<file path="src/rtl/reg_file_pkg.sv">
// Shared types and defaults for the multi-port integer register file.
package reg_file_pkg;

  typedef enum logic {CLEAR, RUN} rf_state_t;

  localparam int RF_XLEN_DEFAULT  = 32;
  localparam int RF_NREGS_DEFAULT = 32;

endpackage

</file>
<file path="src/rtl/reg_file_mp_rd.sv">
// One read port: zero-register/clear masking plus same-cycle write forwarding
// when REG_BYPASS_EN is defined.
module rf_read_port
  import reg_file_pkg::*;
#(
  parameter int XLEN = RF_XLEN_DEFAULT,
  parameter int AW   = 5
) (
  input  logic            run,
  input  logic [AW-1:0]   raddr,
  input  logic [XLEN-1:0] ram_data,
  input  logic            en0,
  input  logic [AW-1:0]   wa0,
  input  logic [XLEN-1:0] wd0,
  input  logic            en1,
  input  logic [AW-1:0]   wa1,
  input  logic [XLEN-1:0] wd1,
  output logic [XLEN-1:0] rdata_c
);

`ifdef REG_BYPASS_EN
  // Port 1 is checked last so the load return wins over write-back.
  always_comb begin
    rdata_c = '0;
    if (run && raddr != '0) begin
      rdata_c = ram_data;
      if (en0 && wa0 == raddr) rdata_c = wd0;
      if (en1 && wa1 == raddr) rdata_c = wd1;
    end
  end
`else
  logic unused_bypass;
  assign unused_bypass = ^{en0, wa0, wd0, en1, wa1, wd1};

  always_comb begin
    rdata_c = '0;
    if (run && raddr != '0) rdata_c = ram_data;
  end
`endif

endmodule

</file>
<file path="src/rtl/reg_file_mp.sv">
// Multi-port register file with x0 hardwired to zero and a post-reset clear
// sequencer. Define REG_BYPASS_EN to forward same-cycle write data to reads.
module reg_file_mp
  import reg_file_pkg::*;
#(
  parameter  int XLEN  = RF_XLEN_DEFAULT,
  parameter  int NREGS = RF_NREGS_DEFAULT,
  parameter  int NRD   = 2,
  localparam int AW    = $clog2(NREGS)
) (
  input  logic              clk,
  input  logic              rst,
  input  logic              en0,
  input  logic [AW-1:0]     wa0,
  input  logic [XLEN-1:0]   wd0,
  input  logic              en1,
  input  logic [AW-1:0]     wa1,
  input  logic [XLEN-1:0]   wd1,
  input  logic [NRD*AW-1:0] raddr,
  output logic [NRD*XLEN-1:0] rdata,
  output logic              ready,
  output logic              wr_conflict
);

  rf_state_t       state;
  logic [AW-1:0]   clr_idx;
  logic [XLEN-1:0] ram [NREGS];
  logic            run;

  assign run = (state == RUN);

  // Sequencer and status flags; ready tracks entry into RUN.
  always_ff @(posedge clk) begin
    if (rst) begin
      state       <= CLEAR;
      clr_idx     <= '0;
      ready       <= 1'b0;
      wr_conflict <= 1'b0;
    end else begin
      wr_conflict <= 1'b0;
      case (state)
        CLEAR: begin
          clr_idx <= clr_idx + AW'(1);
          if (clr_idx == AW'(NREGS - 1)) begin
            state <= RUN;
            ready <= 1'b1;
          end
        end
        RUN: wr_conflict <= en0 && en1 && (wa0 == wa1) && (wa0 != '0);
        default: state <= CLEAR;
      endcase
    end
  end

  // Storage has no reset of its own; the sequencer zeroes it entry by entry.
  // Port 1 is written last so it wins a same-address collision.
  always_ff @(posedge clk) begin
    if (!rst) begin
      if (state == CLEAR) begin
        ram[clr_idx] <= '0;
      end else begin
        if (en0 && wa0 != '0) ram[wa0] <= wd0;
        if (en1 && wa1 != '0) ram[wa1] <= wd1;
      end
    end
  end

  for (genvar i = 0; i < NRD; i++) begin : g_rd
    logic [AW-1:0] ra;
    assign ra = raddr[i*AW +: AW];

    rf_read_port #(.XLEN(XLEN), .AW(AW)) u_rd (
      .run      (run),
      .raddr    (ra),
      .ram_data (ram[ra]),
      .en0      (en0),
      .wa0      (wa0),
      .wd0      (wd0),
      .en1      (en1),
      .wa1      (wa1),
      .wd1      (wd1),
      .rdata_c  (rdata[i*XLEN +: XLEN])
    );
  end

endmodule

</file>
<file path="config.mk">
export PLATFORM = sky130hd
export DESIGN_NAME = reg_file_mp
export DESIGN_NICKNAME = d
export VERILOG_FILES = /design/src/rtl/reg_file_pkg.sv /design/src/rtl/reg_file_mp_rd.sv /design/src/rtl/reg_file_mp.sv
export SDC_FILE = /design/constraint.sdc
export NUM_CORES = 2
export LEC_CHECK = 0
export CAP_MARGIN = 20
export CORE_MARGIN = 5
export CORE_UTILIZATION = 46
export DETAILED_ROUTE_END_ITERATION = 6
export DONT_BUFFER_PORTS = 1
export PLACE_DENSITY_LB_ADDON = 0.05
export SYNTH_ARGS = -nofsm -noshare
export SYNTH_HDL_FRONTEND = slang
export SYNTH_SLANG_ARGS = --single-unit
export TNS_END_PERCENT = 20
</file>
<file path="constraint.sdc">
create_clock -name clk -period 7.9 [get_ports clk]
set_input_delay 2.37 -clock clk [delete_from_list [all_inputs] [get_ports clk]]
set_output_delay 2.37 -clock clk [all_outputs]
set_load 0.05 [all_outputs]
</file>
* Yosys cells after proc, flatten, opt, wreduce, memory -nomap -nowiden
Memory sizes are Yosys's and may differ from the RTL's.
Index checks and enable logic that the tools add are counted.
** Storage, ports and cells
- Register bits :: 8
- Bits in writable memories :: 1024
- Bits of input ports :: 88
- Output and inout port bits :: 66
- Word-level logic and storage cells :: 41
- Memories :: 1
** Memory list
- ram :: words 32, bits a word 32, rd ports 2, clocked after Yosys merged registers in 0, write ports 2, RTL line reg_file_mp.sv:27 : logic [XLEN-1:0] ram [NREGS];
** Cells by class
- Add/subtract/negate cells :: 1
- Equal/unequal tests :: 2
- Muxes and demuxes :: 18
- Bitwise operators :: 1
- Reductions and logical operators :: 14
** Operators by type and width (count)
- $mux W32 :: 3
- $reduce_or A32 Y1 :: 1
- $reduce_bool A5 Y1 :: 4
- $mux W1 :: 14
- $logic_and A1 B1 Y1 :: 7
- $add A5 B1 Y5 const B :: 1
- $eq A5 B5 Y1 :: 1
- $eq A5 B5 Y1 const B :: 1
- $mux W5 :: 1
- $reduce_and A2 Y1 :: 1
- $reduce_or A2 Y1 :: 1
- $not A1 Y1 :: 1

* Depth between registers and ports, before layout
- Depth after elaboration :: 8
- Depth in mapped cells :: 8
- Depth with buffers taken out :: 5

* Cells and area by module
Synthesis repeated with hierarchy kept, for this count alone.
** Second synthesis, totals
- Cell total of the unflattened synthesis :: 4844
- Area total of the unflattened synthesis :: 58004.4 um^2
** By module, submodules not included
- reg_file_mp :: instances 1, cells each 4694, area an instance 57258.7 um^2, sequential area each 30909.6 um^2
- rf_read_port :: instances 2, cells each 75, area an instance 372.9 um^2, sequential area each 0.0 um^2

* Worst setup path after synthesis
No wires, ideal clock.
- Path type :: input to output
- Start :: input port raddr[0]
- End :: output port rdata[11]
- Arrival :: 4.309 ns
- Data required time :: 5.530 ns
- Path slack :: 1.221 ns
- Cell stages on the path :: 6
- Buffers on the path :: 3
- Path through :: buf_2 > clkbuf_1 > buf_2 > mux4_2 > a22oi_1 > nand4_1
** Between the ends
- Longest elaborated chain between the ends :: 3
- Elaborated cells on any way between the ends :: 4
- Those cells by class :: mux (1); reduce/logical (2); memory (1)
** Ends and longest elaborated chain
- start: declaration :: RTL line reg_file_mp.sv:19 : input logic [NRD*AW-1:0] raddr,
- parallel branches: the longest is 2 deep, another holds $mem_v2 Z32 W32
- $mux W32 * :: RTL line reg_file_mp_rd.sv:37 : if (run && raddr != '0) rdata_c = ram_data;
- end: declaration :: RTL line reg_file_mp.sv:20 : output logic [NRD*XLEN-1:0] rdata,
Mark *: on every way between the ends.

* Worst setup path in the final report
- Start :: input port raddr[7]
- End :: output port rdata[33]
The elaborated chain is that of the path after synthesis.

==> out/metrics.cfg <==
[clock_tree]
cts_buffers=118
htree_levels=3
path_clk_slew_ps=50
cts_sinks=1032
post_cts_buffers=0
clk_latency_ps=750
cts_tree=built
cts_root_buf=clkbuf_16
clockBufferDepth=3
cts_resized=0
hold_buffers=0

[yosys]
ys_ff_latch=1032
seq_area_frac_synth=0.519
ys.warnings.count=0
syn-num-nets=5219
async_reset_ff_frac=0
synthDistinctLibCells=50
synth_edf_count=1024
yosysTopAreaCell=edfxtp_1
synthTopCellsByArea=edfxtp_1 (52%), mux4_2 (9.5%), mux2i_1 (8.8%)
synth_area_um2=59500
synth_common_cells=edfxtp_1 (1024), nand2_1 (908), o21ai_0 (806)
yosysMostFrequentCell=edfxtp_1
ys.flop_type=edfxtp_1
netlist_instances=5129
netlist.area_leader.share=0.517
syn_area_per_cell_um2=11.6

[die]
row_count=132
io-pin-count=154
placeableCoreArea_um2=129000
initial_core_util=0.461
die_area_um2=137000
die_w_um=370
die_h_um=370

[outcome]
outcome=finished, final reports clean

[timing]
tightest_slew_ps=1230
finalSetupViolations=0
slew_viol_final=0
fmax_ghz=0.138
rsz0062_at_grt=no
max-slew-margin-rel=0.178
fin_crit_ps=7270
setup_tns_ps=0
finalCritPeriodShare=0.920
skew_ps=14.8
hold_viol_final=0

[hold_path]
hp-class=reg2reg

[worst_setup_path]
critical_path_class=in2out
cp.required_ps=5530
cp.arrival_ps=4900
crit_buf_inv=1
cpMaxStageDelayCell=and2_2
cp_top_family=simple AND/OR/NAND/NOR gates
cpPeakStageDelay_ps=860
end_kind=output port
path_max_fanout=222
path_cells=and2_2, buf_4, a22oi_1, nand3_1, nand4_1
setup.worst_path.start_class=primary input

[grt]
grt_max_degree=223
antenna_found_initial=13
grtUsageTotal=0.371
grt_pass1_wl_mm=351
grt_overflow=0
grt_pass1_vias=42200

[routing]
vias_per_cell=6.90
drc=0
drtIter0Drc=7474
wl_per_cell_um=38.9
dr.pass1.iters=6
ant_nets=0
wl_mm=260
vias=46100

[pwr]
irDropWorstVdd_mv=0.210
power_density_nw_per_um2=182
p_leak_nw=21.0

[cells_and_area]
final_util=0.504
final_nets=4922
drive_gt1_frac=0.178
syn2layout_area_growth_pct=9.26

[run]
maxCapViolations=0

[place]
dp_hpwl_mm=145
gp_congestion=0.876
io_buffer_count=0

## stage by stage
step	power [mW]	instances	setup WS (ps)	instance area, um2	hold WS [ps]
after floorplan	6.56	5129	1220	59500	514
after global placement	6.56	6447	954	61300	542
after detailed placement	6.56	6451	928	61300	556
after CTS	11.8	6673	930	64900	564
after global routing	12.0	6678	822	65000	597
final	11.8	6687	634	65000	556
## state kept, by name (all words and copies together), names as in the netlist
name and count:
clr_idx 5, ram 1024, ready 1, run 1, wr_conflict 1
## worst paths after layout
kind / startpoint / slack [ps] / cells after the start / end
setup / recovery: raddr[7] / 630 / 5 / rdata[33]
hold / removal: clr_idx[1] / 560 / 2 / clr_idx[1]
setup reg to reg: run / 3640 / 6 / ram[12][29]
hold reg to reg: clr_idx[1] / 560 / 2 / clr_idx[1]
## layout make-up
cell class | instances | area (um2)
Fill cell | 11300 | 64000
Sequential cell | 1032 | 30900
Multi-Input combinational cell | 3464 | 26700
Clock buffer | 142 | 3040
Tap cell | 1742 | 2180
Timing Repair Buffer | 180 | 1490
Clock inverter | 80 | 561
Inverter | 36 | 135
Antenna cell | 11 | 27.5
## report_power, final
part	total, mW	switching [mW]	internal, mW
clock	5.33	2.41	2.92
sequential	5.99	0.0177	5.97
combinational	0.476	0.249	0.227
total	11.8	2.68	9.12
## cell usage in the layout, fill, tap and decap left out, drive strengths merged, types with 4 or more instances in the layout
cell type and instances:
a31oi 45, nor3 26, or3 6, diode 11, mux4 252, nand2 908
o21bai 25, clkbuf 142, edfxtp 1024, a21oi 59, o21ai 806, and3 34
a22oi 261, nand3 131, nor3b 7, nand4b 4, mux2 192, clkinv 67
nor2 29, inv 40, nand2b 6, bufinv 6, nand4 67, mux2i 524
and2 7, a22o 31, dfxtp 8, nor2b 11, xnor2 5, buf 180
## worst min-delay path, cell delays in order, from the launching register on
cell and delay, ps:
dfxtp_1 330, mux2i_1 130, nor2_1 50
## logic make-up (layout without fill, tap and decap cells)
group           after synthesis  in the layout  synth area share
fa+ha+maj                     2              2          0.000420
xor+xnor                      8              8           0.00118
flops                      1032           1032             0.519
compound gates             1233           1233             0.119
buf+inv                     633            438            0.0443
mux                         968            968             0.225
other cells                   0             11                 0
simple gates               1253           1253            0.0903
## metal layers
metal,vias to the layer above,wire length [um],GRT usage
met1,23200,102000,0.518
met3,607,35000,0.115
met4,6,11900,0.149
li1,18800,-,-
met5,-,36,0
met2,3499,111000,0.542
(Power assumes the default switching activity.)
